===== src/rtl/dsp_mac_sequencer.sv =====
// Two-requester MAC job controller feeding one DSP48A1 slice (A1/B1/M/P/OPMODE regs).
// Define DSP_SEQ_RR_EN for round-robin arbitration; otherwise req[0] has fixed priority.
module dsp_mac_sequencer #(
    parameter int LEN_W    = 8,
    parameter int PIPE_LAT = 3
) (
    input  logic             clk,
    input  logic             RSTN,
    input  logic [1:0]       req,
    input  logic [LEN_W-1:0] len0,
    input  logic [LEN_W-1:0] len1,
    output logic [1:0]       gnt,
    input  logic             op_valid,
    output logic             op_ready,
    input  logic [17:0]      op_a,
    input  logic [17:0]      op_b,
    output logic [17:0]      dsp_a,
    output logic [17:0]      dsp_b,
    output logic [7:0]       dsp_opmode,
    output logic             dsp_ce,
    input  logic [47:0]      dsp_p,
    output logic             res_valid,
    output logic [47:0]      res_data,
    output logic             res_id
);

    localparam int DW = $clog2(PIPE_LAT + 1) + 1;

    localparam logic [7:0] OPM_ZERO = 8'b0000_0000;
    localparam logic [7:0] OPM_LOAD = 8'b0000_0001;
    localparam logic [7:0] OPM_ACC  = 8'b0000_1001;
    localparam logic [7:0] OPM_HOLD = 8'b0000_1000;

    typedef enum logic [1:0] {
        IDLE,
        RUN,
        DRAIN,
        DONE
    } state_t;

    state_t           state;
    state_t           state_nx;
    logic [LEN_W-1:0] len_q;
    logic [LEN_W-1:0] cnt;
    logic [LEN_W-1:0] pick_len;
    logic [DW-1:0]    dcnt;
    logic             slot_v;
    logic             slot_first;
    logic             pick;
    logic             xfer;
    logic             last_xfer;

`ifdef DSP_SEQ_RR_EN
    logic rr_last;

    // rr_last=1 after reset so req[0] wins the first contention
    always_ff @(posedge clk or negedge RSTN) begin
        if (!RSTN) begin
            rr_last <= 1'b1;
        end else if (state == DONE) begin
            rr_last <= gnt[1];
        end
    end

    assign pick = (req == 2'b11) ? ~rr_last : req[1];
`else
    assign pick = ~req[0];
`endif

    assign pick_len  = pick ? len1 : len0;
    assign op_ready  = (state == RUN);
    assign dsp_ce    = (state != IDLE);
    assign res_valid = (state == DONE);
    assign res_id    = (state == DONE) & gnt[1];
    assign res_data  = (state == DONE && len_q != '0) ? dsp_p : '0;
    assign xfer      = op_valid & op_ready;
    assign last_xfer = xfer && (cnt == len_q - LEN_W'(1));

    always_comb begin
        state_nx = state;
        unique case (state)
            IDLE: begin
                if (|req) begin
                    state_nx = (pick_len == '0) ? DONE : RUN;
                end
            end
            RUN: begin
                if (last_xfer) begin
                    state_nx = DRAIN;
                end
            end
            DRAIN: begin
                if (dcnt == DW'(PIPE_LAT)) begin
                    state_nx = DONE;
                end
            end
            DONE: begin
                state_nx = IDLE;
            end
            default: begin
                state_nx = IDLE;
            end
        endcase
    end

    always_ff @(posedge clk or negedge RSTN) begin
        if (!RSTN) begin
            state      <= IDLE;
            gnt        <= '0;
            len_q      <= '0;
            cnt        <= '0;
            dcnt       <= '0;
            slot_v     <= 1'b0;
            slot_first <= 1'b0;
            dsp_a      <= '0;
            dsp_b      <= '0;
            dsp_opmode <= OPM_ZERO;
        end else begin
            state      <= state_nx;
            slot_v     <= xfer;
            slot_first <= xfer && (cnt == '0);
            dcnt       <= (state == DRAIN) ? dcnt + DW'(1) : '0;
            if (xfer) begin
                dsp_a <= op_a;
                dsp_b <= op_b;
            end
            // opmode trails its operand by one cycle to meet OPMODEREG at the P stage
            if (state_nx == IDLE) begin
                dsp_opmode <= OPM_ZERO;
            end else if (slot_v) begin
                dsp_opmode <= slot_first ? OPM_LOAD : OPM_ACC;
            end else if (cnt != '0) begin
                dsp_opmode <= OPM_HOLD;
            end else begin
                dsp_opmode <= OPM_ZERO;
            end
            case (state)
                IDLE: begin
                    if (|req) begin
                        gnt   <= pick ? 2'b10 : 2'b01;
                        len_q <= pick_len;
                        cnt   <= '0;
                    end
                end
                RUN: begin
                    if (xfer) begin
                        cnt <= cnt + LEN_W'(1);
                    end
                end
                DONE: begin
                    gnt <= '0;
                    cnt <= '0;
                end
                default: begin
                end
            endcase
        end
    end

endmodule


===== config.mk =====
export PLATFORM = sky130hd
export DESIGN_NAME = dsp_mac_sequencer
export DESIGN_NICKNAME = d
export VERILOG_FILES = /design/src/rtl/dsp_mac_sequencer.sv
export SDC_FILE = /design/constraint.sdc
export NUM_CORES = 1
export LEC_CHECK = 0
export CELL_PAD_IN_SITES_DETAIL_PLACEMENT = 0
export CELL_PAD_IN_SITES_GLOBAL_PLACEMENT = 1
export CORE_AREA = 4 4 143 90
export DETAILED_ROUTE_END_ITERATION = 12
export DIE_AREA = 0 0 147 94
export PLACE_DENSITY = 0.9
export SYNTH_ARGS = -nofsm -noshare
export SYNTH_HDL_FRONTEND = slang
export SYNTH_SLANG_ARGS = --single-unit

===== constraint.sdc =====
create_clock -name clk -period 6.84 [get_ports clk]
set_input_delay 1.71 -clock clk [delete_from_list [all_inputs] [get_ports clk]]
set_output_delay 1.71 -clock clk [all_outputs]
set_load 0.005 [all_outputs]

# Word-level counts from Yosys, hierarchy flattened
# Index checks and enable logic that the tools add are counted.
[op_classes] add_sub_neg=3 eq_ne=7 muxes=18 bitwise_logic=2 n_reduce_logical=16
[op_table] cell="$mux 48" n=1
[op_table] cell="$mux 8" n=3
[op_table] cell="$pmux 8 s3" n=1
[op_table] cell="$logic_not 8->1" n=2
[op_table] cell="$mux 4" n=4
[op_table] cell="$reduce_bool 8->1" n=2
[op_table] cell="$mux 2" n=6
[op_table] cell="$add 8x1->8 const B" n=1
[op_table] cell="$eq 8x8->1" n=1
[op_table] cell="$pmux 2 s4" n=1
[op_table] cell="$sub 8x1->8 const B" n=1
[op_table] cell="$eq 2x2->1 const B" n=2
[op_table] cell="$logic_not 2->1" n=2
[op_table] cell="$pmux 2 s2" n=1
[op_table] cell="$reduce_and 2->1" n=2
[op_table] cell="$reduce_bool 2->1" n=2
[op_table] cell="$add 3x1->3 const B" n=1
[op_table] cell="$eq 3x2->1 const B" n=1
[op_table] cell="$logic_and 1x1->1" n=3
[op_table] cell="$mux 3" n=1
[op_table] cell="$reduce_and 3->1" n=1
[op_table] cell="$reduce_bool 3->1" n=1
[op_table] cell="$and 1x1->1" n=2
[op_table] cell="$eq 2x1->1 const B" n=1
[op_table] cell="3 further kinds" n=3
[totals] register_bits=69 in_bits=105 word_cells=56

# Longest topological paths before layout
[depth] depth_word=7 depth_mapped=8 depth_no_buf=7

# Least setup slack after synthesis
# No wires, ideal clock.
[synth_timing] path_kind="in2out" from="input dsp_p[0]" to="output res_data[0]" t_arrival_ns=1.835 path_slack_ns=3.295 stages=1 path_buffers=0 path_cell_list="and2_1"
[synth_via] elab_chain_len=1
[synth_lines] item="start: declaration" line_no="21" rtl="input logic [47:0] dsp_p,"
[synth_lines] item="$mux 48" line_no="75" rtl="assign res_data = (state == DONE && len_q != '0) ? dsp_p : '0;"
[synth_lines] item="end: declaration" line_no="23" rtl="output logic [47:0] res_data,"
# Every way passes these cells.

# Worst setup path in the final report
[layout_timing] from="input dsp_p[32]" to="output res_data[32]"
# Same word-level chain as after synthesis.

==> impl_metrics.csv <==
group,metric,value,unit
place,numPortBuffers,196,
critical_path,worstPathArrival,2840,ps
power,p_comb_share,33.2,%
critical_path,reg2reg_from,"state[0]",
cells_and_area,syn2layout_area_growth,74.10,%
power,irDropWorstVdd,0.1793,mV
sta,tightestPinTransition,983.6,ps
sta,fmax,219.9,MHz
floorplanning,fp.dieH,94,um
detailed_routing,drt_pass1_iterations,4,
power,power_frac_seq,35.7,%
detailed_routing,wl_met1,4249,um
power,finalPower,0.001628,W
synthesis,yosysWarnings,0,
sta,slew_headroom,34.18,%
detailed_routing,antenna_left,0,
sta,period_share,66.49,%
global_routing,grt_overflow,0,
clocking,clock_latency,320,ps
synthesis,yosys.area_share.xor_xnor,3.994,%
synthesis,synth_top_area_cell,"dfrtp_1",
power,p_switching,0.0004712,W
detailed_routing,vias,2910,
synthesis,netlist.area_leader.share,47.93,%
power,p_sw_share,28.95,%
floorplanning,core_region_area,11670,um2
clocking,cts_repair_resize_count,0,
synthesis,netlist_instances,314,
detailed_routing,met3WireLength,649,um
clocking,cts_setup_buffers,0,
clocking,cts-hold-fix-buffers,0,
clocking,htreeDepth,3,
global_routing,antenna_found_initial,0,
synthesis,ys_seq_elements,63,
synthesis,yosys.area_share.adder,2.282,%
sta,holdWs,428.2,ps
floorplanning,row_count,31,
power,clockPowerShare,31.1,%
cells_and_area,stdcell_area,5727,um2
sta,finalCriticalPeriod,4548,ps
critical_path,end_kind,"output pin",
cells_and_area,final_cell_mix,"clkdlybuf4s50_1 (195), dfrtp_1 (63), and2_1 (49)",
clocking,cts.path.max_buffers,2,
detailed_routing,wl_met2,4770,um
sta,fin_ws,2292,ps
global_routing,grt_max_degree,64,
power,p_int,0.001157,W
power,power_leakage,2.366,nW
cells_and_area,diodes,0,
power,powerDensity,284.2,nW/um2
sta,slew_violations,0,
hold_path,hold_start,"slot_first",
place,gp_congestion,0.7649,
detailed_routing,routed_wl,9724,um
detailed_routing,drt-initial-drc-count,135,
clocking,cts_sinks,63,
floorplanning,die_w,147,um
cells_and_area,nNetsFinal,617,
critical_path,path_class,"in -> out",
clocking,cts_root_buffer,"clkbuf_16",
floorplanning,ios,203,
synthesis,yosysUniqueCellTypes,41,
hold_path,hp-class,"reg -> reg",
global_routing,grt_pass1_vias,3030,
sta,final-hold-violation-count,0,
synthesis,ys_top_cells_by_area,"dfrtp_1 (48%), mux2_2 (12%), and2_1 (9.5%)",
critical_path,cp_max_fo,1,
floorplanning,initial_utilization,28.17,%
place,place_area,5384,um2
place,place_ws,2317,ps
detailed_routing,drt-wirelength-per-cell,14.38,um
detailed_routing,top_layer_used,"met4",
sta,rsz0062_at_grt,"false",
sta,clock_skew,6.417,ps
synthesis,syn-cell-area,3289,um2
sta,fin_setup_tns,0,ps
synthesis,synth_mux_area_share,14.76,%
critical_path,startpoint_type,"primary input",
clocking,clkTransAtPathRegs,50,ps
synthesis,seq_area_frac_synth,47.93,%
floorplanning,fp.dieArea,13820,um2
detailed_routing,drc,0,
critical_path,crit_start,"dsp_p[32]",
synthesis,synth_compound_area_share,6.352,%
global_routing,grt_pass1_wl,15550,um
detailed_routing,viasPerCell,4.305,
place,place_hpwl,7720,um
sta,setup_violations,0,
clocking,cts-buffers-inserted,9,
critical_path,worstPathRequired,5130,ps
synthesis,yosys.area_share.simple,19.86,%
flow_run,timing.max_cap.violations,0,
clocking,cts_tree,"built",
synthesis,synth_top_family_by_area,"simple AND/OR/NAND/NOR gates",
cells_and_area,drive_above_1_share,11.94,%
global_routing,groute.usage.overall,13.94,%
cells_and_area,final_common_cell,"clkdlybuf4s50_1",
run_status,outcome,"complete, no violations",
synthesis,syn_area_per_cell,10.48,um2
power groups by stage:
stage | logic, W | clock network (W) | registers, W
after floorplan | 0.000267 | 0 | 0.000569
after global placement | 0.000524 | 0 | 0.000579
after detailed placement | 0.000545 | 0 | 0.000587
after CTS | 0.000549 | 0.000518 | 0.000582
after global routing | 0.000597 | 0.000539 | 0.000599
final | 0.000540 | 0.000506 | 0.000581
sequential cells by signal (all words and copies together), names as in the netlist, 2 cells and up:
| register | flops |
|---|---|
| len_q | 8 |
| cnt | 8 |
| dsp_b | 18 |
| gnt | 2 |
| dsp_a | 18 |
| dcnt | 3 |
| state | 2 |
| dsp_opmode | 2 |
metrics by stage:
stage / utilization [%] / cells
floorplan: - / 319
global placement: 46.12 / 660
detailed placement: 46.12 / 660
CTS: 49.05 / 676
global route: 49.05 / 676
finish: 49.05 / 676
cell families (layout without fill, tap and decap cells):
logic type,after synthesis,after routing
AND/OR/NAND/NOR,120,120
flip-flops,63,63
multiplexers,44,44
buffers and inverters,34,226
AO/OA/AOI/OAI,31,31
XOR/XNOR,15,15
adder cells (fa/ha/maj),6,6
other,1,6
area by class of cell:
type                       count  area, um2
fill                        1055       5948
sequential                    63       1577
timing repair buffer         198       1972
clock buffer                  12      266.5
tap                          165      206.4
inverter                      12      45.04
clock inverter                 4      76.32
multi-input combinational    222       1584
per-layer routing:
layer	up-vias	GRT usage (%)
li1	1425	-
met1	1398	18.14
met2	82	22.60
met3	5	5.111
met4	0	2.558
met5	-	0
synth_stat cells:
cell / number
a31oi_1: 1
a41oi_1: 1
xnor2_1: 5
clkbuf_1: 12
nor3b_1: 1
o21ai_0: 4
o31ai_1: 1
nor3_1: 6
xor2_1: 10
o2bb2ai_1: 1
inv_1: 11
nor2_2: 1
nor2b_1: 1
nor4b_1: 1
a211oi_1: 1
buf_4: 6
and2_1: 50
nand3_1: 1
a311oi_1: 1
a21oi_1: 15
mux2i_1: 8
nand2b_1: 5
nand2_1: 12
inv_2: 1
buf_2: 4
nor4_1: 1
o21ai_1: 2
o311a_1: 1
mux2_2: 36
nor2_1: 29
ha_1: 6
nand4_1: 5
or4_4: 1
a2111oi_4: 1
dfrtp_1: 63
and3_1: 3
a211o_1: 1
a311o_1: 1
nand4b_1: 1
conb_1: 1
nand3b_1: 2
worst max-delay path: stages:
cell,delay (ps)
clkdlybuf4s50_1,480
and2_1,130
clkdlybuf4s50_1,510
worst paths after layout:
kind	depth (start not counted)	end	slack [ps]
min	1	dsp_opmode[3]	430
max	3	res_data[32]	2290
max in group asynchronous	2	len_q[0]	4760
max reg2reg	6	state[0]	4310
min in group asynchronous	2	dsp_a[10]	1540
min reg2reg	1	dsp_opmode[3]	430
Note: power is estimated with default switching activity, not from simulation.
==> variant 1, RTL diff (same flow settings) <==
The 4 states of `state_t` get a one-hot encoding in 4 bits.
--- a/src/rtl/dsp_mac_sequencer.sv
+++ b/src/rtl/dsp_mac_sequencer.sv
@@ -33,7 +33,7 @@
 
-    typedef enum logic [1:0] {
-        IDLE,
-        RUN,
-        DRAIN,
-        DONE
+    typedef enum logic [3:0] {
+        IDLE  = 4'b0001,
+        RUN   = 4'b0010,
+        DRAIN = 4'b0100,
+        DONE  = 4'b1000
     } state_t;
Check against the original RTL: no difference found for any inputs over 10 cycles, from zero or initial values and one cycle with RSTN low; not proved beyond that.
==> variant 1 against the original RTL <==
- sequential cell count up 2
- synthesized area is 2.4% higher
- die area is the same
- routed wire length up 14%
- total power grew 7.8%
- final area grew 0.83%
- fmax barely moved
- critical endpoint is now res_data[40]
- sequential share of layout area is 0.66 points higher
- combinational power grew 22%
- first-iteration DRC count decreased by 20%
- final cell count up 11%
- register-to-register slack lost 0.27 ns
- worst setup slack gained 0.0032 ns
==> variant 1: results (changes against the original RTL) <==
\begin{tabular}{lr}
\hline
Metric & Value \\
\hline
\multicolumn{2}{l}{\textbf{Critical path}} \\
Reg2Reg Depth & 7 (+1) \\
FF-to-FF End & cnt[5] \\
Launch point of the worst reg-to-reg path & state[3] \\
FF-to-FF setup slack & 4.04 ns (-0.27 ns) \\
Worst path arrival time & 2.83 ns (about the same) \\
\multicolumn{2}{l}{\textbf{STA}} \\
Final critical-path required period & 4.545 ns (-0.003190 ns) \\
Relative slew margins & 0.2604 (-0.08148) \\
Worst hold slack across all endpoints & 0.4262 ns (-0.002058 ns) \\
\multicolumn{2}{l}{\textbf{GRT}} \\
Global-route wire length before repair & 17.09 mm (+9.9\%) \\
Number of global-route vias before repair & 3,225 (+6.4\%) \\
Total global-route track usage & 0.1544 (+0.01501) \\
\multicolumn{2}{l}{\textbf{Power}} \\
Internal & 1.190 mW (+2.9\%) \\
Static leakage power & 2.555 nW (+8.0\%) \\
\multicolumn{2}{l}{\textbf{Route}} \\
Met2 wirelength from detailed routing & 5.232 mm (+9.7\%) \\
Routed len/inst & 14.82 um (+3.0\%) \\
Average vias per placed instance & 4.349 (+1.0\%) \\
Wire length on met1 & 5.281 mm (+24\%) \\
Violation count after the first detailed-route iteration & 108 (-20\%) \\
\multicolumn{2}{l}{\textbf{Place}} \\
Minimum setup slack after placement & 2.304 ns (-0.01240 ns) \\
Estimated wirelength of the detail-placed design & 8.625 mm (+12\%) \\
\multicolumn{2}{l}{\textbf{Logic synthesis}} \\
Adder-Cell Fraction of Synth Area & 0.02230 (-0.0005258) \\
Post-synth top cells & 125 x nand2\_1, 64 x dfrtp\_1, 51 x and2\_1 \\
Share of synthesized area spent on multiplexers & 0.02378 (-0.1238) \\
Unique masters post-synth & 44 (+7.3\%) \\
Share of the synthesized area in compound gates (AO/OA/AOI/OAI) & 0.06838 (+0.004854) \\
Seq/Total Area, Yosys & 0.4835 (+0.004194) \\
Top cells by area, synth & dfrtp\_1 48\%, nand2\_1 14\%, and2\_1 9.5\% \\
\multicolumn{2}{l}{\textbf{Cells and area}} \\
Fraction of final layout cells sized beyond drive strength 1 & 0.04983 (-0.06955) \\
\multicolumn{2}{l}{\textbf{Run status}} \\
Status & finished clean \\
\hline
\end{tabular}
==> variant 1: critical path, stage by stage <==
cell and delay (ns):
clkdlybuf4s50_1 0.50, and2_1 0.13, clkdlybuf4s50_1 0.49
==> variant 1: cell type report <==
cell class	count	area [um^2]
Multi-Input combinational cell	292	1617
Clock buffer	10	239.0
Sequential cell	65	1628
Clock inverter	6	67.56
Fill cell	1082	5901
Tap cell	165	206.4
Inverter	10	37.54
Timing Repair Buffer	199	1979
==> variant 1: cell families after synthesis <==
family | after synthesis
AND/OR/NAND/NOR | 225
flip-flops | 65
AO/OA/AOI/OAI | 36
buffers and inverters | 33
XOR/XNOR | 11
multiplexers | 8
adder cells (fa/ha/maj) | 6
other | 1
==> variant 1: power by group through the flow <==
| stage | sequential [mW] | combinational (mW) | clock, mW |
|---|---|---|---|
| floorplan | 0.631 | 0.293 | 0 |
| global placement | 0.632 | 0.651 | 0 |
| detailed placement | 0.642 | 0.668 | 0 |
| CTS | 0.640 | 0.671 | 0.473 |
| global route | 0.660 | 0.740 | 0.491 |
| finish | 0.637 | 0.658 | 0.459 |
==> variant 1: worst max path at each step <==
stage,from,end,cells past startpoint
6_report,dsp_p[40],res_data[40],3
5_1_grt,dsp_p[38],res_data[38],3
4_1_cts,dsp_p[40],res_data[40],3
3_5_place_dp,dsp_p[38],res_data[38],3
3_3_place_gp,dsp_p[38],res_data[38],3
2_1_floorplan,dsp_p[0],res_data[0],1
==> variant 1: metrics by stage <==
stage          cells  instance area [um^2]
2_1_floorplan    390                  3386
3_3_place_gp     731                  5468
3_5_place_dp     731                  5468
4_1_cts          747                  5774
5_1_grt          747                  5774
6_report         747                  5774
==> variant 2, RTL diff (same flow settings) <==
Made on the original files. Set the parameter `LEN_W` to 4 (it was 8).
--- a/src/rtl/dsp_mac_sequencer.sv
+++ b/src/rtl/dsp_mac_sequencer.sv
@@ -3,3 +3,3 @@
 module dsp_mac_sequencer #(
-    parameter int LEN_W    = 8,
+    parameter int LEN_W    = 4,
     parameter int PIPE_LAT = 3
Ports: changed (resized len0 and len1); port bits go from 203 to 195. No check against the original RTL was run, so the function may have changed too.
==> variant 2 against the original RTL <==
- total power up 0.11%
- critical endpoint is now res_data[0]
- sequential cell count down 8
- routed wire length down 7.4%
- final cell count down 1.5%
- synthesized area down 15%
- core utilization down 6.6 points
- final area down 13%
- global-route usage down 1.1 points
- first-iteration DRC count down 35%
- worst setup slack better by 0.0011 ns
==> variant 2: results (changes against the original RTL) <==
\begin{tabular}{lr}
\hline
Metric & Value \\
\hline
\multicolumn{2}{l}{\textbf{Run status}} \\
Status & finished clean \\
\multicolumn{2}{l}{\textbf{Route}} \\
Violation count after the first detailed-route iteration & 88 (-35\%) \\
Routed len/inst & 13.52 um (-6.0\%) \\
Met2 wirelength from detailed routing & 4.148 mm (-13\%) \\
Detail Route met3 WL & 666 um (+2.6\%) \\
Wire length on met1 & 4.129 mm (-2.8\%) \\
DR vias & 2,667 (-8.4\%) \\
\multicolumn{2}{l}{\textbf{Place}} \\
Estimated wirelength of the detail-placed design & 6.896 mm (-11\%) \\
Number of input and output port buffers inserted & 188 (-4.1\%) \\
Final weighted congestion in routability-driven placement & 0.7586 (-0.82\%) \\
\multicolumn{2}{l}{\textbf{Critical path}} \\
Largest incremental delay on the critical path & 0.53 ns (+0.02 ns) \\
FF-to-FF End & dsp\_b[5] \\
Launch point of the worst reg-to-reg path & state[1] \\
FF-to-FF setup slack & 4.78 ns (+0.47 ns) \\
Reg2Reg Depth & 5 (-1) \\
\multicolumn{2}{l}{\textbf{STA}} \\
Relative slew margins & 0.5275 (+0.1856) \\
Worst clock skew & 0.005735 ns (-0.0006822 ns) \\
\multicolumn{2}{l}{\textbf{Power}} \\
Worst vdd ir & 0.0001512 V (-16\%) \\
Internal & 1.101 mW (-4.8\%) \\
Combinational group share of total power & 0.463 (+0.131) \\
Static leakage power & 2.219 nW (-6.2\%) \\
\multicolumn{2}{l}{\textbf{Clocking}} \\
Clock slew at the register clock pins of the worst setup and hold paths & 0.07 ns (+0.02 ns) \\
Total clock buffers created by CTS & 5 (-4) \\
H-tree lvl count & 2 (-1) \\
Worst-skew pair later-pin latency & 0.29 ns (-0.03 ns) \\
\multicolumn{2}{l}{\textbf{GRT}} \\
Met3 Usage GRT & 0.05063 (-0.0004822) \\
Met1 routing resource usage after global routing & 0.1721 (-0.009261) \\
Global routing usage on met2 & 0.1957 (-0.03026) \\
Number of global-route vias before repair & 2,792 (-7.9\%) \\
Total global-route track usage & 0.1279 (-0.01143) \\
Pin count of the biggest net entering global routing & 56 (-13\%) \\
\multicolumn{2}{l}{\textbf{Cells and area}} \\
Fraction of final layout cells sized beyond drive strength 1 & 0.03194 (-0.08744) \\
Number of filler instances in the final layout & 1,149 (+8.9\%) \\
Nets & 603 (-2.3\%) \\
\multicolumn{2}{l}{\textbf{Logic synthesis}} \\
Post-synth top cells & 110 x nand2\_1, 55 x dfrtp\_1, 50 x and2\_1 \\
Avg Synthesized Cell Area & 8.786 um\^{}2 (-16\%) \\
Top cells by area, synth & dfrtp\_1 49\%, nand2\_1 15\%, and2\_1 11\% \\
\hline
\end{tabular}
[variant 2: cell count changes in the layout (fill, tap and decap cells not counted), moves of 7 or more]
cell / change
xor2_1: -7
dfrtp_1: -8
nor2_1: -16
clkdlybuf4s50_1: -8
mux2_2: -36
nand2_1: +98
a21oi_1: -10
[variant 2: worst max-delay path by stage]
stage              from           to  slack [ns]  depth (start not counted)
4_1_cts        dsp_p[0]  res_data[0]        2.30                          3
3_5_place_dp   dsp_p[0]  res_data[0]        2.30                          3
2_1_floorplan  dsp_p[0]  res_data[0]        3.30                          1
5_1_grt        dsp_p[0]  res_data[0]        2.26                          3
3_3_place_gp   dsp_p[0]  res_data[0]        2.32                          3
6_report       dsp_p[0]  res_data[0]        2.29                          3
[variant 2: layout make-up]
cell class	count	share of cell area
clock buffers	6	0.02802
clock inverters	2	0.007069
inverters	8	0.006059
multi-input cells	239	0.2562
flip-flops and latches	55	0.2777
well taps	165	0.04166
repair buffers	191	0.3832
[variant 2: metrics by stage]
step | power [mW] | setup slack [ns] | util | hold slack [ns] | instance area (um^2)
floorplan | 0.9000 | 3.295 | - | 0.4032 | 2821
global placement | 1.327 | 2.317 | 0.4096 | 0.4111 | 4782
detailed placement | 1.352 | 2.296 | 0.4096 | 0.4182 | 4782
CTS | 1.664 | 2.296 | 0.4245 | 0.4276 | 4956
global route | 1.766 | 2.264 | 0.4245 | 0.4554 | 4956
finish | 1.630 | 2.293 | 0.4245 | 0.4137 | 4956
[variant 2: cell families (layout without fill, tap and decap cells)]
group           after synthesis  count (layout)  share of synthesized area
flops                        55              55                     0.4911
xor+xnor                      7               7                    0.02188
fa+ha+maj                     6               6                    0.02679
simple gates                197             197                     0.3313
other cells                   1               6                   0.001338
buf+inv                      30             207                    0.06250
compound gates               17              17                    0.04375
mux                           6               6                    0.02143
